--- config.mk ---
export PLATFORM = sky130hd
export DESIGN_NAME = hazard_stall_ctrl
export DESIGN_NICKNAME = d
export VERILOG_FILES = /design/src/rtl/hazard_stall_ctrl.sv
export SDC_FILE = /design/constraint.sdc
export NUM_CORES = 1
export LEC_CHECK = 0
export ABC_AREA = 0
export BUFFER_PORTS_ARGS = -buffer_cell sky130_fd_sc_hd__buf_2
export CORE_MARGIN = 10
export CORE_UTILIZATION = 39
export CTS_CLUSTER_SIZE = 25
export DETAILED_ROUTE_END_ITERATION = 8
export GPL_TIMING_DRIVEN = 0
export PLACE_DENSITY_LB_ADDON = 0.15
export SLEW_MARGIN = 20
export SYNTH_ARGS = -nofsm -noshare
export SYNTH_HDL_FRONTEND = slang
export SYNTH_SLANG_ARGS = --single-unit
--- constraint.sdc ---
create_clock -name clk -period 3.1 [get_ports clk]
set_clock_uncertainty 0.2 [all_clocks]
set_input_delay 0.155 -clock clk [delete_from_list [all_inputs] [get_ports clk]]
set_output_delay 0.155 -clock clk [all_outputs]
set_load 0.02 [all_outputs]
--- src/rtl/hazard_stall_ctrl.sv ---
// ID-stage hazard controller: load-use and branch-operand stalls, bubble and taken-branch flush.
// Optional macro HAZARD_STATS_EN adds saturating stall-cycle and flush counters.
module hazard_stall_ctrl #(
  parameter logic [5:0] OP_RTYPE = 6'b000000,
  parameter logic [5:0] OP_LW    = 6'b100011,
  parameter logic [5:0] OP_SW    = 6'b101011,
  parameter logic [5:0] OP_BEQ   = 6'b000100
) (
  input  logic       clk,
  input  logic       rst_n,
  input  logic [5:0] op_ID,
  input  logic [4:0] rs_ID,
  input  logic [4:0] rt_ID,
  input  logic [5:0] op_EXE,
  input  logic [4:0] num_write_EXE,
  input  logic       reg_write_EXE,
  input  logic [5:0] op_MEM,
  input  logic [4:0] num_write_MEM,
  input  logic       reg_write_MEM,
  input  logic       branch_taken_ID,
  output logic       pc_write_en,
  output logic       if_id_write_en,
  output logic       id_exe_bubble,
  output logic       if_id_flush,
  output logic       stall
`ifdef HAZARD_STATS_EN
  ,
  output logic [31:0] stall_cycles,
  output logic [15:0] flush_count
`endif
);

  typedef enum logic {RUN, HOLD} state_t;

  state_t     state;
  logic [1:0] cnt;
  logic       is_beq, uses_rs, uses_rt, match_e, match_m;
  logic [1:0] need;

  // Register 0 is hardwired, so a zero source never creates a dependency.
  assign is_beq  = (op_ID == OP_BEQ);
  assign uses_rs = (rs_ID != 5'd0) && (op_ID[5:1] != 5'b00001);
  assign uses_rt = (rt_ID != 5'd0) &&
                   ((op_ID == OP_RTYPE) || (op_ID == OP_SW) || (op_ID == OP_BEQ));
  assign match_e = reg_write_EXE &&
                   ((uses_rs && (rs_ID == num_write_EXE)) || (uses_rt && (rt_ID == num_write_EXE)));
  assign match_m = reg_write_MEM &&
                   ((uses_rs && (rs_ID == num_write_MEM)) || (uses_rt && (rt_ID == num_write_MEM)));

  always_comb begin
    need = 2'd0;
    if (is_beq) begin
      if (match_e)
        need = (op_EXE == OP_LW) ? 2'd2 : 2'd1;
      else if (match_m && (op_MEM == OP_LW))
        need = 2'd1;
    end else if (match_e && (op_EXE == OP_LW)) begin
      need = 2'd1;
    end
  end

  // Gating with rst_n keeps the outputs at their idle values while reset is held.
  assign stall          = rst_n & ((state == HOLD) | (need != 2'd0));
  assign pc_write_en    = ~stall;
  assign if_id_write_en = ~stall;
  assign id_exe_bubble  = stall;
  assign if_id_flush    = rst_n & branch_taken_ID & ~stall & is_beq;

  always_ff @(posedge clk or negedge rst_n) begin
    if (!rst_n) begin
      state <= RUN;
      cnt   <= 2'd0;
    end else begin
      case (state)
        RUN: begin
          if (need == 2'd2) begin
            state <= HOLD;
            cnt   <= 2'd1;
          end
        end
        HOLD: begin
          if (cnt <= 2'd1) begin
            cnt   <= 2'd0;
            state <= RUN;
          end else begin
            cnt <= cnt - 2'd1;
          end
        end
        default: begin
          state <= RUN;
          cnt   <= 2'd0;
        end
      endcase
    end
  end

`ifdef HAZARD_STATS_EN
  always_ff @(posedge clk or negedge rst_n) begin
    if (!rst_n) begin
      stall_cycles <= 32'd0;
      flush_count  <= 16'd0;
    end else begin
      if (stall && !(&stall_cycles))
        stall_cycles <= stall_cycles + 32'd1;
      if (if_id_flush && !(&flush_count))
        flush_count <= flush_count + 16'd1;
    end
  end
`endif

endmodule

## Word-level counts from Yosys, hierarchy flattened

Cells that the tools add are included.

- Add/subtract/negate cells: 1
- Magnitude comparators: 1
- Equal/unequal tests: 11
- Multiplexer cells: 11
- Bitwise gates (word level): 7
- Reduce and logical (&&, ||, !) cells: 18

Operators by type and width:

| cell | count |
|---|---|
| equality test 5 bit | 4 |
| equality test 6 bit (second input constant) | 3 |
| logical AND 1 bit | 10 |
| 2-to-1 mux 2 bit | 5 |
| nonzero test 5 bit | 2 |
| equality test 6 x 3 -> 1 bit (second input constant) | 1 |
| logical NOT 6 bit | 1 |
| inequality test 5 x 1 -> 1 bit (second input constant) | 1 |
| AND 1 bit | 4 |
| logical OR 1 bit | 4 |
| 2-to-1 mux 1 bit | 4 |
| one-hot mux 2 bit (2 select lines) | 1 |
| equality test 2 bit (second input constant) | 1 |
| <= comparator 2 x 1 -> 1 bit (second input constant) | 1 |
| inequality test 2 bit (second input constant) | 1 |
| NOT 1 bit | 2 |
| one-hot mux 1 bit (2 select lines) | 1 |
| nonzero test 2 bit | 1 |
| subtractor 2 x 1 -> 2 bit (second input constant) | 1 |
| OR 1 bit | 1 |

- Flip-flop bits (word level): 3
- Logic and storage cells: 51

## Logic depth before layout (Yosys ltp)

- Depth after elaboration: 17
- Depth in mapped cells: 7
- Gate-level depth less buffers: 6

## Least setup slack after synthesis

Ideal clock, no wire load.

- Path kind: input to output
- From: input rt_ID[0]
- To: output pc_write_en
- Arrival time: 1.795 ns
- Data required time: 2.745 ns
- Setup slack: 0.950 ns
- Stages on the path: 7
- Cell sequence: or4_1 o21bai_2 nor2_1 a32oi_1 nand2_1 o211ai_1 buf_4

- Cells in the longest elaborated chain, start to end: 13

RTL lines:

| what | RTL line | source |
|---|---|---|
| start: declaration | 13 | `input logic [4:0] rt_ID,` |
| nonzero test 5 bit | 43 | `assign uses_rt = (rt_ID != 5'd0) &&` |
| logical AND 1 bit | 43 |  |
| logical AND 1 bit | 48 | `((uses_rs && (rs_ID == num_write_MEM)) \|\| (uses_rt && (rt_ID == num_write_MEM)));` |
| logical OR 1 bit | 48 |  |
| logical AND 1 bit | 47 | `assign match_m = reg_write_MEM &&` |
| logical AND 1 bit | 55 | `else if (match_m && (op_MEM == OP_LW))` |
| 2-to-1 mux 1 bit | 55 |  |
| 2-to-1 mux 2 bit | 53 | `if (match_e)` |
| 2-to-1 mux 2 bit (*) | 52 | `if (is_beq) begin` |
| nonzero test 2 bit (*) | 63 | `assign stall = rst_n & ((state == HOLD) \| (need != 2'd0));` |
| OR 1 bit (*) | 63 |  |
| AND 1 bit (*) | 63 |  |
| NOT 1 bit (*) | n/a |  |
| end: declaration | 21 | `output logic pc_write_en,` |

Mark *: on every way between the ends. The rest lies on a longest branch, timed or not.

## Final worst setup path

- From: input rs_ID[1]
- To: output stall

- Cells in the longest elaborated chain, start to end: 12

RTL lines:

| what | RTL line | source |
|---|---|---|
| start: declaration | 12 | `input logic [4:0] rs_ID,` |
| nonzero test 5 bit | 42 | `assign uses_rs = (rs_ID != 5'd0) && (op_ID[5:1] != 5'b00001);` |
| logical AND 1 bit | 42 |  |
| logical AND 1 bit | 48 |  |
| logical OR 1 bit | 48 |  |
| logical AND 1 bit | 47 |  |
| logical AND 1 bit | 55 |  |
| 2-to-1 mux 1 bit | 55 |  |
| 2-to-1 mux 2 bit | 53 |  |
| 2-to-1 mux 2 bit (*) | 52 |  |
| nonzero test 2 bit (*) | 63 |  |
| OR 1 bit (*) | 63 |  |
| AND 1 bit (*) | 63 |  |
| end: declaration | 25 | `output logic stall` |

Marked as above.

==> summary.txt <==
Timing
  • Max_slew headroom: 0.714
  • Fin crit period: 2.21 ns
  • Worst slew pin tran: roughly 0.43 ns
  • RSZ-0062 raised after global routing: false
  • Final setup violation count: 0
  • Setup TNS: 0 ns
  • Max-slew violations: 0
  • Period utilisation layout: 0.713
  • Fmax: 452 MHz
  • Hold Slack: between 0.08 and 0.09 ns
  • Hold Fails Final Rpt: 0

Drt
  • WL per Instance: approximately 14 µm
  • DRT Pass-1 Iters: 4
  • DR iter-0 viols: 8
  • Post-Route WL: 1890 µm
  • Vias: between 600 and 700
  • Post-DRT Antenna Nets: 0
  • Vias/cell: ~5.2
  • DRC Markers: 0

Logic synthesis
  • Post-synth EDFFs: 0
  • Synth Area in Compound Gates: 0.197
  • Mux cell area share after synthesis: 0
  • Post-synthesis average cell area: around 8.0 µm²
  • Largest family of logic cells by synthesized area: XOR/XNOR gates
  • Syn Nets: 110
  • Synth Warn #: 0
  • Post-Syn Area: approximately 540 µm²
  • Yosys cell types: 26
  • Synth Flop Type: dfrtp_1
  • Synth top area share: 0.162
  • Post-Synth Adder-Cell Area: 0
  • Simple-Gate Fraction of Synth Area: 0.297
  • Post-synthesis register bit count: 3
  • Dominant cell type by area after synthesis: xnor2_1
  • Async S/R FF share, synth: 1.00
  • XOR/XNOR share of the synthesized area: 0.325
  • Post-synthesis sequential area ratio: 0.139
  • Mapped Cells: 67
  • Largest cells by area after synthesis: xnor2_1 (16%), xor2_1 (16%), dfrtp_1 (14%)

Cells and area
  • Fillers: about 120
  • Core Util, Final: 0.638
  • P&R area growth vs syn: 53.8%
  • Sequential cell area: between 70 and 80 µm²
  • Net count, final: between 150 and 200
  • Share of layout cells above drive strength 1: 0.471
  • # diodes: 0
  • Multi-input logic area: 442 µm²

Clock network
  • Post-CTS setup buffer count: 0
  • H-tree depth: 1
  • Clk root buf: clkbuf_4
  • TritonCTS Buffers: 3
  • # hold bufs at CTS: 1
  • Clock sink count: 3
  • Clk slew on worst S/H paths: ~0.040 ns
  • Latest clock arrival within the worst-skew pair: about 0.23 ns
  • Resized Gates After CTS: 0
  • CTS tree: yes
  • CTS Buffer Depth: 2

Pwr
  • Maximum VDD drop: approximately 240 µV
  • Leakage Power: a little over 0.0004 µW
  • Pwr Density: around 210 mW/mm²

Floorplan
  • Die Ht: ~57 µm
  • Core Area: 0.00130 mm²
  • Initial Utilization: 0.414
  • Die ar.: around 0.0033 mm²
  • Cell Rows: 13
  • Die X-Extent: between 50 and 60 µm
  • Io pins: 48

Placement
  • Final HPWL DP: 1700 µm
  • PortBufs: 47
  • Routability Congestion: roughly 0.84

GRT
  • Largest net degree at the start of global routing: 7
  • Initial antenna violation count: 0
  • Number of global-route vias before repair: between 700 and 800
  • First-pass GRT wire length: ~3100 µm
  • Total track usage: 0.110
  • GRT overflow: 0

Critical path
  • FF-to-FF path depth: 3
  • Critical path class: in -> out
  • CP Capture Type: primary output
  • Setup crit start kind: input port
  • Critical path fanouts, max: 3
  • CP Data Required Time: 2.74 ns
  • Worst Path Arrival: 1.86 ns

Hold path
  • Hold Crit Class: in -> async

Job
  • Reported max-cap violation count: 0

Status
  • Status: completed
==> report_power, final <==
part	internal, µW	switching [µW]
clock network	48.1	17.8
logic	39.0	33.8
registers	39.6	0.0807
==> kinds of logic after synthesis <==
group                     count (synthesis)
and+or+nand+nor                          28
xor gates and xnor gates                 20
AOI/OAI and AO/OA                        12
buffers and inverters                     4
DFF                                       3
==> layer usage <==
layer  global-route usage  share of wire  vias to the layer above
met5                    0              0                        -
met4               0.0101              0                        0
met3               0.0398          0.091                        0
met2                0.212           0.50                       27
met1                0.113           0.41                      307
li1                     -              -                      357
==> sequential cells by signal, indices dropped and copies added, names as in the netlist <==
| register | cells |
|---|---|
| cnt | 2 |
| state | 1 |
==> worst max-delay path, cell delays in order <==
cell and delay (ns):
buf_2 0.12, or4_1 0.54, o2bb2ai_2 0.16, nor3_1 0.10, o2111ai_2 0.23, nand3_1 0.13, o211a_1 0.15, buf_4 0.12
buf_2 0.15
==> final timing paths <==
| kind | start | endpoint | slack (ns) |
|---|---|---|---|
| min reg2reg | cnt[1] | state | 0.31 |
| max reg2reg | state | cnt[1] | 1.97 |
| max | rs_ID[1] | stall | 0.89 |
| min in group clk | op_EXE[1] | cnt[1] | 0.12 |
| max in group asynchronous | rst_n | cnt[0] | 2.48 |
| min | rst_n | state | 0.08 |
==> synth_stat cells, drive strengths merged (2+ instances only) <==
| library cell | instances |
|---|---|
| xor2 | 10 |
| nor2 | 4 |
| or4 | 2 |
| xnor2 | 10 |
| nand3 | 2 |
| nor3 | 6 |
| inv | 2 |
| dfrtp | 3 |
| nor4 | 4 |
| buf | 2 |
| nand2 | 4 |
| a21oi | 2 |
| nor4b | 2 |
| nand4 | 3 |
==> metrics by stage <==
step	total power (µW)	area, µm²	worst slack (ns)	std cells
4_1_cts	181	830	0.884	134
6_report	178	830	0.889	134
5_1_grt	192	830	0.672	134
3_3_place_gp	110	793	0.890	129
2_1_floorplan	69.7	539	0.950	67
3_5_place_dp	111	793	0.888	129
==> cell type report <==
| class | instances | share of cell area |
|---|---|---|
| Timing Repair Buffer | 48 | 0.296 |
| Tap cell | 15 | 0.0226 |
| Sequential cell | 3 | 0.0905 |
| Buffer | 2 | 0.0181 |
| Inverter | 2 | 0.00905 |
| Clock buffer | 4 | 0.0317 |
| Multi-Input combinational cell | 60 | 0.532 |
==> layout by cell type (no fill, tap or decap), drive strengths merged, types with 2 or more instances in the layout <==
| master | count |
|---|---|
| nand2 | 4 |
| nand3 | 2 |
| clkbuf | 4 |
| nand4 | 3 |
| or4 | 2 |
| buf | 49 |
| nor3 | 6 |
| a21oi | 2 |
| nor4 | 4 |
| xor2 | 10 |
| inv | 2 |
| nor2 | 4 |
| dfrtp | 3 |
| xnor2 | 10 |
| nor4b | 2 |
Power figures use the tool's default switching activity.
